==> config.mk <==
export PLATFORM = sky130hd
export DESIGN_NAME = mem_arbiter
export DESIGN_NICKNAME = d
export VERILOG_FILES = /design/src/rtl/mem_arbiter.sv
export SDC_FILE = /design/constraint.sdc
export NUM_CORES = 1
export LEC_CHECK = 0
export BUFFER_PORTS_ARGS = -buffer_cell sky130_fd_sc_hd__buf_2
export CORE_MARGIN = 5
export CORE_UTILIZATION = 38
export CTS_CLUSTER_SIZE = 20
export DETAILED_ROUTE_END_ITERATION = 7
export PLACE_DENSITY_LB_ADDON = 0.25
export SYNTH_ARGS = -nofsm -noshare
export SYNTH_HDL_FRONTEND = slang
export SYNTH_SLANG_ARGS = --single-unit
==> constraint.sdc <==
create_clock -name clk -period 1.54 [get_ports clk]
set_clock_uncertainty 0.05 [all_clocks]
set_input_delay 0.231 -clock clk [delete_from_list [all_inputs] [get_ports clk]]
set_output_delay 0.231 -clock clk [all_outputs]
set_load 0.01 [all_outputs]
==> src/rtl/mem_arbiter.sv <==
// Two-master (IFU/LSU) arbiter onto a single-outstanding memory port, with
// LSU-priority plus anti-starvation streak and a RESP-phase timeout abort.
`timescale 1ns/1ps
module mem_arbiter #(
  parameter int unsigned WIDTH   = 32,
  parameter int unsigned LSU_MAX = 4,
  parameter int unsigned TIMEOUT = 255
) (
  input  logic               clk,
  input  logic               rst_n,
  input  logic               ifu_req,
  input  logic [WIDTH-1:0]   ifu_addr,
  output logic               ifu_gnt,
  output logic               ifu_rvalid,
  output logic [WIDTH-1:0]   ifu_rdata,
  input  logic               lsu_req,
  input  logic               lsu_we,
  input  logic [WIDTH-1:0]   lsu_addr,
  input  logic [WIDTH-1:0]   lsu_wdata,
  input  logic [WIDTH/8-1:0] lsu_wmask,
  output logic               lsu_gnt,
  output logic               lsu_rvalid,
  output logic [WIDTH-1:0]   lsu_rdata,
  output logic               mem_req,
  output logic               mem_we,
  output logic [WIDTH-1:0]   mem_addr,
  output logic [WIDTH-1:0]   mem_wdata,
  output logic [WIDTH/8-1:0] mem_wmask,
  input  logic               mem_gnt,
  input  logic               mem_rvalid,
  input  logic [WIDTH-1:0]   mem_rdata,
  output logic               bus_err
);

  localparam int unsigned SW = $clog2(LSU_MAX + 1);
  localparam int unsigned CW = $clog2(TIMEOUT + 1);

  typedef enum logic [1:0] {StIdle, StReq, StResp} state_e;

  state_e             state_q, state_d;
  logic [SW-1:0]      streak_q, streak_d;
  logic [CW-1:0]      cnt_q, cnt_d;
  logic               owner_lsu_q, owner_lsu_d;
  logic               we_q, we_d;
  logic [WIDTH-1:0]   addr_q, addr_d;
  logic [WIDTH-1:0]   wdata_q, wdata_d;
  logic [WIDTH/8-1:0] wmask_q, wmask_d;

  logic               lsu_win;
  logic               rsp_valid;
  logic [WIDTH-1:0]   rsp_data;

  assign lsu_win   = lsu_req && !(ifu_req && (streak_q == SW'(LSU_MAX)));
  assign mem_addr  = addr_q;
  assign mem_wdata = wdata_q;
  assign mem_wmask = wmask_q;

  always_comb begin
    state_d     = state_q;
    streak_d    = streak_q;
    cnt_d       = cnt_q;
    owner_lsu_d = owner_lsu_q;
    we_d        = we_q;
    addr_d      = addr_q;
    wdata_d     = wdata_q;
    wmask_d     = wmask_q;
    ifu_gnt     = 1'b0;
    lsu_gnt     = 1'b0;
    mem_req     = 1'b0;
    mem_we      = 1'b0;
    bus_err     = 1'b0;
    rsp_valid   = 1'b0;
    rsp_data    = '0;
    ifu_rvalid  = 1'b0;
    ifu_rdata   = '0;
    lsu_rvalid  = 1'b0;
    lsu_rdata   = '0;

    unique case (state_q)
      StIdle: begin
        // Grants are combinational, so they must also be masked while reset is held.
        if (rst_n && (ifu_req || lsu_req)) begin
          state_d = StReq;
          if (lsu_win) begin
            lsu_gnt     = 1'b1;
            owner_lsu_d = 1'b1;
            we_d        = lsu_we;
            addr_d      = lsu_addr;
            wdata_d     = lsu_wdata;
            wmask_d     = lsu_wmask;
            if (ifu_req && (streak_q != SW'(LSU_MAX))) streak_d = streak_q + SW'(1);
          end else begin
            ifu_gnt     = 1'b1;
            owner_lsu_d = 1'b0;
            we_d        = 1'b0;
            addr_d      = ifu_addr;
            wdata_d     = '0;
            wmask_d     = '0;
            streak_d    = '0;
          end
        end
      end
      StReq: begin
        mem_req = 1'b1;
        mem_we  = we_q;
        if (mem_gnt) begin
          state_d = StResp;
          cnt_d   = '0;
        end
      end
      StResp: begin
        // A real response wins over a timeout landing in the same cycle.
        if (mem_rvalid) begin
          rsp_valid = 1'b1;
          rsp_data  = mem_rdata;
          state_d   = StIdle;
        end else if (cnt_q == CW'(TIMEOUT - 1)) begin
          rsp_valid = 1'b1;
          rsp_data  = WIDTH'(32'hDEADBEEF);
          bus_err   = 1'b1;
          state_d   = StIdle;
        end else begin
          cnt_d = cnt_q + CW'(1);
        end
      end
      default: state_d = StIdle;
    endcase

    if (owner_lsu_q) begin
      lsu_rvalid = rsp_valid;
      lsu_rdata  = rsp_data;
    end else begin
      ifu_rvalid = rsp_valid;
      ifu_rdata  = rsp_data;
    end
  end

  always_ff @(posedge clk or negedge rst_n) begin
    if (!rst_n) begin
      state_q     <= StIdle;
      streak_q    <= '0;
      cnt_q       <= '0;
      owner_lsu_q <= 1'b0;
      we_q        <= 1'b0;
      addr_q      <= '0;
      wdata_q     <= '0;
      wmask_q     <= '0;
    end else begin
      state_q     <= state_d;
      streak_q    <= streak_d;
      cnt_q       <= cnt_d;
      owner_lsu_q <= owner_lsu_d;
      we_q        <= we_d;
      addr_q      <= addr_d;
      wdata_q     <= wdata_d;
      wmask_q     <= wmask_d;
    end
  end

endmodule
# Yosys cells after proc, flatten, opt, wreduce, memory -nomap -nowiden
# Index checks and enable logic that the tools add are counted.
totals:
  reg_bits: 83
  output_inout_bits: 139
  wordCells: 68
  in_bits: 139
op_classes:
  addsub: 2
  n_eq_ne: 11
  mux: 35
  reduce_logical: 12
op_table:
  columns: ["operator", "n"]
  rows:
  - ["32-bit 2-to-1 mux", 7]
  - ["8-bit 2-to-1 mux", 3]
  - ["1-bit 2-to-1 mux", 16]
  - ["8-bit one-hot mux with 2 select lines", 1]
  - ["8-bit by 1-bit adder with 8-bit output (second input constant)", 1]
  - ["8-bit equality test (second input constant)", 1]
  - ["2-bit 2-to-1 mux", 4]
  - ["2-bit inequality test (second input constant)", 4]
  - ["3-bit 2-to-1 mux", 2]
  - ["3-bit inequality test (second input constant)", 2]
  - ["2-bit one-hot mux with 3 select lines", 1]
  - ["3-bit AND reduction", 2]
  - ["1-bit logical AND", 4]
  - ["4-bit 2-to-1 mux", 1]
  - ["4-bit AND reduction", 1]
  - ["3-bit by 1-bit adder with 3-bit output (second input constant)", 1]
  - ["3-bit equality test (second input constant)", 1]
  - ["2-bit by 1-bit equality test with 1-bit output (second input constant)", 1]
  - ["2-bit equality test (second input constant)", 1]
  - ["2-bit zero test", 1]
  - ["2-bit by 1-bit inequality test with 1-bit output (second input constant)", 1]
  - ["2-bit AND reduction", 1]
  - ["2-bit nonzero test", 1]
  - ["1-bit zero test", 1]
  - ["1-bit logical OR", 1]

# Logic depth before layout (Yosys ltp)
logic_depth:
  word_depth: 7
  depth_mapped: 8
  ltp_nobuf: 6

# Least setup slack after synthesis
# Ideal clock, no wire load.
synth_path:
  kind: "register to output"
  startpoint: "reg cnt_q[0]"
  endpoint: "out ifu_rdata[10]"
  required_time_ns: 1.259
  arrival_ns: 1.418
  slack_ns: -0.159
  path_buffers: 1
  stages_incl_launch_ff: 8
  cell_sequence: "dfrtp_1 -> inv_1 -> ha_1 -> nand3_1 -> nor2_1 -> o21ai_1 -> buf_2 -> nor2_1"
synth_between:
  elab_chain_cells: 5
synth_rtl:
  columns: ["item", "line", "source"]
  rows:
  - ["start, declared", "42", "logic [CW-1:0] cnt_q, cnt_d;"]
  - ["start signal, assigned", "151", "cnt_q <= cnt_d;"]
  - ["8-bit equality test", "117", "end else if (cnt_q == CW'(TIMEOUT - 1)) begin"]
  - ["32-bit 2-to-1 mux", "117", null]
  - ["32-bit 2-to-1 mux", "113", "if (mem_rvalid) begin"]
  - ["32-bit 2-to-1 mux", "79", "unique case (state_q)"]
  - ["32-bit 2-to-1 mux", "129", "if (owner_lsu_q) begin"]
  - ["end, declared", "15", "output logic [WIDTH-1:0] ifu_rdata,"]
# No other way between the ends.

# Final worst setup path
layout_path:
  startpoint: "reg cnt_q[0]"
  endpoint: "out lsu_rdata[3]"
layout_between:
  elab_chain_cells: 5
layout_rtl:
  columns: ["item", "line", "source"]
  rows:
  - ["8-bit equality test", "117", null]
  - ["32-bit 2-to-1 mux", "117", null]
  - ["32-bit 2-to-1 mux", "113", null]
  - ["32-bit 2-to-1 mux", "79", null]
  - ["32-bit 2-to-1 mux", "129", null]
  - ["end, declared", "23", "output logic [WIDTH-1:0] lsu_rdata,"]
# No other way between the ends.

==> results.ini <==
[sta]
hold_ws_ps=21.4
timing.fmax_mhz=472
tightest_slew_ps=1040
max-slew-margin-rel_pct=30.3
period_minus_slack_ps=2120
grt_setup_unrepaired=true
slew_viol_final=0
tns_ps=-55790
hold_viol=0
post-route-period-util_pct=138
layout_setup_ws_ps=-579
final-setup-viol-count=151

[grt]
grt_pass1_vias=4986
overflow=0
grt_max_degree=83
gr-usage-all-layers_pct=24.9
grt_pass1_wl_mm=25.3
antenna_found_initial=0

[die]
rows=37
ioPinCount=278
dieArea_sq_um=12900
initial_core_util_pct=39.2
chipWidth_um=113
die_h_um=113
core_sq_um=10400

[critical_path]
worstPathMaxFanout=6
reg2reg_slack_ps=-370
crit_path_max_incr_delay_ps=380
cp.arrival_ps=1840
crit_path_start=cnt_q[0]$_DFFE_PN0P_
startpoint_type=flip-flop
worst-path-buf-inv=4
rr_startpoint=state_q[0]$_DFFE_PN0P_
cp_data_required_time_ps=1260
path_delay_family=buffers and inverters
worstSetupPathType=reg -> out
critPathCaptureType=output pin
crit_chain=inv_1 -> ha_2 -> nand3_4 -> nor2_4 -> o211ai_4 -> buf_12 -> buf_6 -> nor2_1 -> buf_2
worst_path_max_delay_cell=dfrtp_1

[logic_synthesis]
synthFlopType=dfrtp_1
yosys-top-cells-area=dfrtp_1 51%, a22o_1 8.2%, mux2i_1 7.9%, nor2_1 4.8%, o21ai_0 4.4%
yosysMostFrequentCell=dfrtp_1
netlist_instances=401
muxShareOfSynthArea_pct=8.17
synth_area_leader_cell=dfrtp_1
synth_top_cells_by_count=83 x dfrtp_1, 52 x nor2_1, 39 x nand2_1
ys_async_sr_fraction_pct=100
synth_simple_gate_area_share_pct=19.0
synthAdderAreaFrac_pct=1.23
synthXorXnorAreaFrac_pct=0.431
synth_compound_area_share_pct=15.3
yosysUniqueCellTypes=36
synth_area_sq_um=4060
synth_edf_count=0
seq_area_frac_synth_pct=51.2
syn_nets=544
synthDominantCellAreaShare_pct=51.2
syn_avg_cell_area_sq_um=10.1
ys.warnings.count=0
synth_top_family_by_area=simple AND/OR/NAND/NOR gates
ys_ff_latch=83

[cells_and_area]
drive_above_1_share_pct=72.5
fin_nets=913
antennaDiodeCount=0
areaGrowthSynthToFinish_pct=104

[clocking]
root_buffer=clkbuf_8
clock_path_buffers=2
htreeDepth=3
clkLatencyLatePin_ps=340
path_clk_slew_ps=80
cts_buffers=9
cts_tree=yes
clock-sinks=83

[route]
drt_first_pass_iters=4
postRouteAntennaNets=0
vias=4629
wirelength_mm=17.5
drcViolationCount=0
avgViaCountPerCell=5.08
drt_iter0_markers=243
drt-wirelength-per-cell_um=19.2

[worst_hold_path]
holdCritStartpoint=mem_gnt
hold_class=in -> reg

[placed_design]
gp_congestion=1.02
portBuffers=277
pre_cts_ws_ps=-192
dp_hpwl_mm=10.8

[power]
switchingPower_uw=4540
p_leak_uw=0.00430
swShare_pct=38.1
p_int_uw=7390
power_density_nw_per_um2=1440
power_frac_comb_pct=53.4
irDropWorstVdd_mv=1.03
pwr-share-clk_pct=13.9
pwr-share-seq_pct=32.7

[status]
status=finished with violations
violations=negative setup slack

[job]
drv_cap=0

[state kept, by name, summed over array words and instances (netlist names)]
register     cells
we_q             1
state_q          2
mem_wmask        4
streak_q         3
mem_addr        32
owner_lsu_q      1
cnt_q            8
mem_wdata       32
[worst paths after layout]
path,to,cells past startpoint
max in group asynchronous,state_q[0]$_DFFE_PN0P_,3
hold / removal,state_q[0]$_DFFE_PN0P_,2
min in group asynchronous,mem_addr[6]$_DFFE_PN0P_,3
setup / recovery,lsu_rdata[3],9
setup reg to reg,mem_wdata[16]$_DFFE_PN0P_,8
hold reg to reg,mem_addr[20]$_DFFE_PN0P_,2
[stage by stage]
stage | power, uW | std cells | instance area, sq um | util, %
5_1_grt | 12600 | 911 | 8300 | 80.0
2_1_floorplan | 5680 | 401 | 4310 | -
3_5_place_dp | 7710 | 846 | 6220 | 60.0
6_report | 11900 | 911 | 8300 | 80.0
4_1_cts | 11300 | 909 | 7840 | 75.6
3_3_place_gp | 7590 | 846 | 6220 | 60.0
[cell usage in the layout (no fill, tap or decap), types with 2 or more instances in the layout]
cell type  instances
buf_2            228
dfrtp_1           82
buf_6             77
buf_4             43
a22o_1            38
nor2_4            31
nand2_4           30
o21ai_2           29
nor2b_1           24
mux2i_1           24
buf_12            20
nor2_2            17
and2_4            10
clkbuf_8          10
buf_16            10
and3_4             8
nor2_1             6
nand2_1            6
mux2i_2            5
buf_8              5
inv_1              4
o21ai_4            4
nand3_1            4
nand2_2            4
nand3_4            3
and3_1             3
o22a_1             3
o21ai_0            3
mux2i_4            3
o21ai_1            3
inv_6              3
inv_2              2
a211o_1            2
o2bb2ai_2          2
nor3_1             2
ha_1               2
[cell families after synthesis]
group,after synthesis
compound gates,87
fa+ha+maj,4
simple gates,158
flops,83
buf+inv,34
xor+xnor,2
mux,33
[what timing repair did]
action	CTS	global route
gates cloned	15	2
pin swaps	76	35
setup buffers	33	9
gates resized for setup	210	118
endpoints found under the setup margin	141	154
hold endpoints to repair	1	0
hold buffers	1	0
[routing by layer]
| metal | vias to the layer above | part of all wire [%] | global-route usage, % | wire length, um |
|---|---|---|---|---|
| met5 | - | 0 | 0 | 0 |
| met4 | 0 | 2.7 | 9.38 | 478 |
| met3 | 34 | 7.1 | 5.61 | 1240 |
| met2 | 225 | 54 | 45.3 | 9350 |
| met1 | 2227 | 37 | 28.3 | 6400 |
| li1 | 2143 | - | - | - |
[power by group through the flow]
stage	Combinational [uW]	Sequential (uW)	Clock [uW]
2_1_floorplan	1660	4020	0
3_3_place_gp	3970	3620	0
3_5_place_dp	4070	3640	0
4_1_cts	5840	3760	1680
5_1_grt	6780	4010	1780
6_report	6370	3900	1660
[area by class of cell]
type,count,area [sq um]
clock buffers,10,138
clock inverters,6,70.1
inverters,7,28.8
well taps,136,170
repair buffers,385,3120
multi-input cells,284,2700
fillers,582,2070
flip-flops and latches,83,2080
No activity file was read; power rests on OpenSTA's default activity.
